`config.mk`:
```
export PLATFORM = sky130hd
export DESIGN_NAME = serial_word_feeder
export DESIGN_NICKNAME = d
export VERILOG_FILES = /design/src/rtl/serial_word_feeder.sv
export SDC_FILE = /design/constraint.sdc
export NUM_CORES = 1
export LEC_CHECK = 0
export BUFFER_PORTS_ARGS = -buffer_cell sky130_fd_sc_hd__clkbuf_2
export CORE_MARGIN = 8
export CORE_UTILIZATION = 52
export CTS_CLUSTER_DIAMETER = 80
export DETAILED_ROUTE_END_ITERATION = 7
export PLACE_DENSITY = 0.77
export SYNTH_ARGS = -nofsm -noshare
export SYNTH_HDL_FRONTEND = slang
export SYNTH_SLANG_ARGS = --single-unit
```
`constraint.sdc`:
```
create_clock -name clk -period 1.77 [get_ports clk]
set_input_delay 0.177 -clock clk [delete_from_list [all_inputs] [get_ports clk]]
set_output_delay 0.177 -clock clk [all_outputs]
set_load 0.05 [all_outputs]
```
`src/rtl/serial_word_feeder.sv`:
```
// Parallel-to-serial feeder: captures a word, pulses clr_next, then shifts it out LSB-first.
// Latency: clr_next one cycle after acceptance, bit 0 two cycles after, one bit per cycle.
// Backpressure: load_ready only in IDLE or on the last bit cycle; upstream holds the word otherwise.
module serial_word_feeder #(
  parameter int WIDTH = 8,
  parameter int CNT_W = 8
) (
  input  logic             clk,
  input  logic             reset,
  input  logic             load_valid,
  input  logic [WIDTH-1:0] load_data,
  output logic             load_ready,
  output logic             clr_next,
  output logic             ser_out,
  output logic             ser_valid,
  output logic             ser_first,
  output logic             ser_last,
  output logic             busy,
  output logic [CNT_W-1:0] word_cnt
);

  localparam int IDX_W = $clog2(WIDTH);
  localparam logic [IDX_W-1:0] LAST_IDX = IDX_W'(WIDTH - 1);

  localparam logic [1:0] IDLE  = 2'd0;
  localparam logic [1:0] CLR   = 2'd1;
  localparam logic [1:0] SHIFT = 2'd2;

  logic [1:0]       state, state_nx;
  logic [WIDTH-1:0] shreg, shreg_nx;
  logic [IDX_W-1:0] idx, idx_nx;
  logic             at_last;
  logic             take;

  // The last bit cycle doubles as an acceptance slot so back-to-back words cost only one bubble.
  assign at_last    = (state == SHIFT) && (idx == LAST_IDX);
  assign load_ready = (state == IDLE) || at_last;
  assign take       = load_valid && load_ready;

  // Next-state, shift register and bit index; outputs below are registered from these.
  always_comb begin
    state_nx = state;
    shreg_nx = shreg;
    idx_nx   = idx;
    case (state)
      IDLE: begin
        if (take) begin
          shreg_nx = load_data;
          state_nx = CLR;
        end
      end
      CLR: begin
        idx_nx   = '0;
        state_nx = SHIFT;
      end
      SHIFT: begin
        shreg_nx = shreg >> 1;
        idx_nx   = idx + IDX_W'(1);
        if (at_last) begin
          idx_nx = '0;
          if (take) begin
            shreg_nx = load_data;
            state_nx = CLR;
          end else begin
            state_nx = IDLE;
          end
        end
      end
      default: begin
        state_nx = IDLE;
        idx_nx   = '0;
      end
    endcase
  end

  // State, datapath and registered outputs; reset aborts any word in flight.
  always_ff @(posedge clk) begin
    if (reset) begin
      state     <= IDLE;
      shreg     <= '0;
      idx       <= '0;
      word_cnt  <= '0;
      clr_next  <= 1'b0;
      ser_out   <= 1'b0;
      ser_valid <= 1'b0;
      ser_first <= 1'b0;
      ser_last  <= 1'b0;
      busy      <= 1'b0;
    end else begin
      state     <= state_nx;
      shreg     <= shreg_nx;
      idx       <= idx_nx;
      if (at_last) begin
        word_cnt <= word_cnt + CNT_W'(1);
      end
      clr_next  <= (state_nx == CLR);
      ser_valid <= (state_nx == SHIFT);
      ser_out   <= (state_nx == SHIFT) && shreg_nx[0];
      ser_first <= (state_nx == SHIFT) && (idx_nx == '0);
      ser_last  <= (state_nx == SHIFT) && (idx_nx == LAST_IDX);
      busy      <= (state_nx != IDLE);
    end
  end

endmodule

```
After elaboration in Yosys (flattened, before gate mapping)

Cells that the tools add are included.

Bits in registers: 27
Input port bits: 11
Output and inout bits: 15
Logic and storage cells: 41

$add $sub $neg: 2
Eq/ne operators: 7
Multiplexer cells: 10
Reduce and logical (&&, ||, !) cells: 11

Operator list:

| cell                                                 | number |
|---|---|
| two-way mux 8 bit                                    | 3 |
| case mux 8 bit (2 select lines)                      | 1 |
| adder 8 x 1 -> 8 bit (second input constant)         | 1 |
| equality test 3 bit (second input constant)          | 2 |
| case mux 2 bit (3 select lines)                      | 1 |
| case mux 3 bit (2 select lines)                      | 1 |
| logical AND 1 bit                                    | 5 |
| equality test 2 x 1 -> 1 bit (second input constant) | 2 |
| equality test 2 bit (second input constant)          | 2 |
| two-way mux 2 bit                                    | 2 |
| nonzero test 2 bit                                   | 2 |
| adder 3 x 1 -> 3 bit (second input constant)         | 1 |
| zero test 3 bit                                      | 1 |
| two-way mux 3 bit                                    | 1 |
| zero test 2 bit                                      | 1 |
| inequality test 2 bit (second input constant)        | 1 |
| AND reduction 2 bit                                  | 1 |
| logical OR 1 bit                                     | 1 |
| two-way mux 1 bit                                    | 1 |

Logic depth before layout (Yosys ltp)

Depth after elaboration: 9
Depth in mapped cells: 6
Mapped depth without buffers: 5

Worst setup path after synthesis

Ideal clock, no wire load.

Path type: flip-flop to output port
Start point: register idx[0]
End point: output load_ready
Arrival: 1.503 ns
Data required time: 1.593 ns
Path slack: 0.090 ns
Cell stages (with the launch flop): 6
Path buffers: 1
Path through: dfxtp_1 -> ha_1 -> ha_1 -> buf_4 -> nor2b_1 -> nor2_1

Word-level cells in the longest chain between the ends: 3

RTL lines:

| what                   | line | RTL |
|---|---|---|
| from (decl)            | 31   | `logic [IDX_W-1:0] idx, idx_nx;` |
| from (signal assigned) | 92   | `idx <= idx_nx;` |
| equality test 3 bit    | 36   | `assign at_last = (state == SHIFT) && (idx == LAST_IDX);` |
| logical AND 1 bit      | 36   |  |
| logical OR 1 bit       | 37   | `assign load_ready = (state == IDLE) \|\| at_last;` |
| to (decl)              | 12   | `output logic load_ready,` |

Every way passes these cells.

Worst setup path in the final report

Ends and elaborated chain as after synthesis.

==> summary.md <==
| Metric | Value |
|---|---|
| Outcome | finished clean |
| Worst R2R End | word_cnt[5]$_SDFFE_PP0P_ |
| Detail Route Antenna Nets | 0 |
| Site Rows | 17 |
| Yosys warns | 0 |
| Lkg Pwr | about 0.6 nW |
| Placed wire-length estimate | 1760 um |
| Die Wd | 63.1 um |
| Final setup vio count | 0 |
| GRT overflow | 0 |
| WL per Instance | 13.7 um |
| Max Fclk | 589 MHz |
| Core Area | between 2000 and 2500 um^2 |
| Area growth syn-to-layout | 19.5% |
| Top delay family on crit path | adder cells |
| Hold slack | 0.0586 ns |
| Setup slack, reg-to-reg | 0.13 ns |
| Nets | 163 |
| Synth Register Bits | 27 |
| Fin crit share | 95.9% |
| Vias in the first global route | between 900 and 1000 |
| Classification of the worst setup path | reg2out |
| Crit path to | load_ready |
| Post-route DRC | 0 |
| Required time of the critical path | 1.59 ns |
| Drt pass-1 iters | 4 |
| Final cell utilization of the core | roughly 64% |
| Slowest stage delay, CP | around 0.36 ns |
| Netlist cell types | 33 |
| Full die area | 3980 um^2 |
| PD cells | 795 nW/um^2 |
| Clock Latency Late Sink | 0.33 ns |
| H-tree Lvls | 1 |
| GP Congestion | between 0.7 and 0.8 |
| Top Metal Used | met4 |
| Synth area leaders | dfxtp_1 (47%), a21oi_1 (4.8%), a32oi_1 (3.8%) |
| CTS buffer count | 3 |
| Most frequent cell after synthesis | dfxtp_1 |
| Initial Util | approximately 54% |
| Reg-to-reg startpoint | idx[0]$_SDFF_PP0_ |
| Critical path cell sequence | ha_1 > ha_4 > nor2b_4 > nor2_1 > buf_6 |
| Mapped Nets | about 130 |
| Pin count of the biggest net entering global routing | 26 |
| Synth top area share | about 47% |
| Metal-1 WL | approximately 1100 um |
| Number of synthesized flops with an enable pin | 0 |
| Ant diodes | 0 |
| Total global routing track utilization | 12.3% |
| Port Buffer Count | 25 |
| Least-Margin Pin Slew | around 0.48 ns |
| Max Slew Vio Count | 0 |
| Via count | around 1000 |
| Setup_tns | 0 ns |
| Most frequent cells after synthesis | dfxtp_1 (27), a21oi_1 (11), inv_1 (8), nor2_1 (8), nand3_1 (6) |
| Maxcap violations | 0 |
| DRT Wirelength | 2420 um |
| Critical Path AT | 1.52 ns |
| Startpoint Class | register |
| DR WL met2 | 1180 um |
| Register area share after synthesis | 47.0% |
| Leading area contributor after synthesis | dfxtp_1 |
| Antenna violations before repair | 0 |
| Top FF cell, synth | dfxtp_1 |
| CTS root buf | clkbuf_4 |
| Detail Route met3 WL | 150 um |
| CP max FO | 9 |
| CP Depth | 5 |
| DRC marker count from the first detailed-route iteration | 20 |
| Hold Path Origin | load_data[2] |
| Async SR Flop Fraction | 0% |
| CP Capture Type | output pin |
| Max Buffers Root-to-Sink | 2 |
| Total clock sinks | 27 |
| Ports | 26 |
| Crit path time final | 1.70 ns |
| Peak VDD IR | 0.541 mV |
| HP Class | in2reg |
| First-pass GRT wire length | 4170 um |
| Synth Instances | 120 |
| Clock transition at the registers of the reported paths | ~0.16 ns |
| Average cell area after synthesis | about 9.6 um^2 |
| Worst path bufs/invs | 1 |
| Worst clock skew | 0.0136 ns |
| Crit-path slowest cell | dfxtp_2 |
| Cts hold-fix bufs | 0 |
| Worst Reg2Reg Path Length in Cells | 5 |
| Slew HR | 67.7% |
| Final Hold Violating Endpoints | 0 |
| TritonCTS clock tree | done |
| Worst setup startpoint | idx[0]$_SDFF_PP0_ |
| Layout cells sized above 1 | 27.7% |
| Post-Syn Area | 1150 um^2 |
| Die height | 63.1 um |
| Vias per Instance | 5.66 |
==> area by class of cell <==
type,count,area (um^2)
flip-flops and latches,27,542
inverters,8,30.0
clock inverters,1,7.51
fillers,190,773
multi-input cells,79,569
clock buffers,3,22.5
well taps,28,35.0
repair buffers,30,169
==> metal layers <==
layer / vias up / track usage, %
li1: 501 / -
met1: 455 / 13.6
met2: 38 / 21.8
met3: 2 / 3.89
met4: 0 / 3.42
met5: - / 0
==> state kept, by name, indices dropped and copies added, names as in the netlist, 2 cells and up <==
register / flops
shreg: 8
word_cnt: 8
state: 2
idx: 3
==> worst reg2reg max path: cells and delay by family (launching register included) <==
family / cells / cell delay [ns]
fa+ha+maj: 2 / 0.42
flops: 1 / 0.38
compound gates: 1 / 0.14
simple gates: 2 / 0.63
==> metrics by stage <==
step / power, mW / worst slack, ns / cells / instance area, um^2
floorplan: 0.784 / 0.0896 / 120 / 1150
global placement: 0.823 / 0.0892 / 170 / 1300
finish: 1.09 / 0.0724 / 176 / 1380
detailed placement: 0.827 / 0.00387 / 170 / 1300
global route: 1.14 / -0.00349 / 176 / 1380
CTS: 1.09 / 0.0124 / 174 / 1360
==> layout by cell type, fill, tap and decap left out, types with 5 or more instances in the layout <==
cell type   n
dfxtp_1    26
clkbuf_2   24
a21oi_1    11
nor2_1      8
inv_1       8
nand3_1     6
a32oi_1     5
buf_4       5
==> cell families after synthesis <==
logic type / Yosys count / synth area share (%)
AOI/OAI and AO/OA: 32 / 19.6
muxes: 4 / 3.59
adders and majority gates: 3 / 3.26
DFF: 27 / 47.0
xor gates and xnor gates: 2 / 1.52
and+or+nand+nor: 38 / 19.8
buffers and inverters: 14 / 5.33
==> where the power goes <==
| group | internal, mW | switching, mW |
|---|---|---|
| Sequential | 0.637 | 0.0212 |
| Combinational | 0.0637 | 0.0998 |
| Clock | 0.0862 | 0.185 |
==> how the worst min path moves through the flow <==
| stage | to | slack [ns] | depth (start not counted) |
|---|---|---|---|
| 2_1_floorplan | shreg[1]$_SDFFE_PP0P_ | 0.32 | 2 |
| 3_3_place_gp | shreg[2]$_SDFFE_PP0P_ | 0.42 | 3 |
| 3_5_place_dp | shreg[4]$_SDFFE_PP0P_ | 0.42 | 3 |
| 4_1_cts | shreg[4]$_SDFFE_PP0P_ | 0.06 | 3 |
| 5_1_grt | shreg[4]$_SDFFE_PP0P_ | 0.07 | 3 |
| 6_report | shreg[2]$_SDFFE_PP0P_ | 0.06 | 3 |
==> timing repair <==
action / 4_1_cts / 5_1_grt
endpoints found under the setup margin: 4 / 3
gates cloned: 0 / 0
resized for setup: 5 / 3
buffers inserted: 0 / 2
pin swaps: 0 / 0
(Power assumes the default switching activity.)
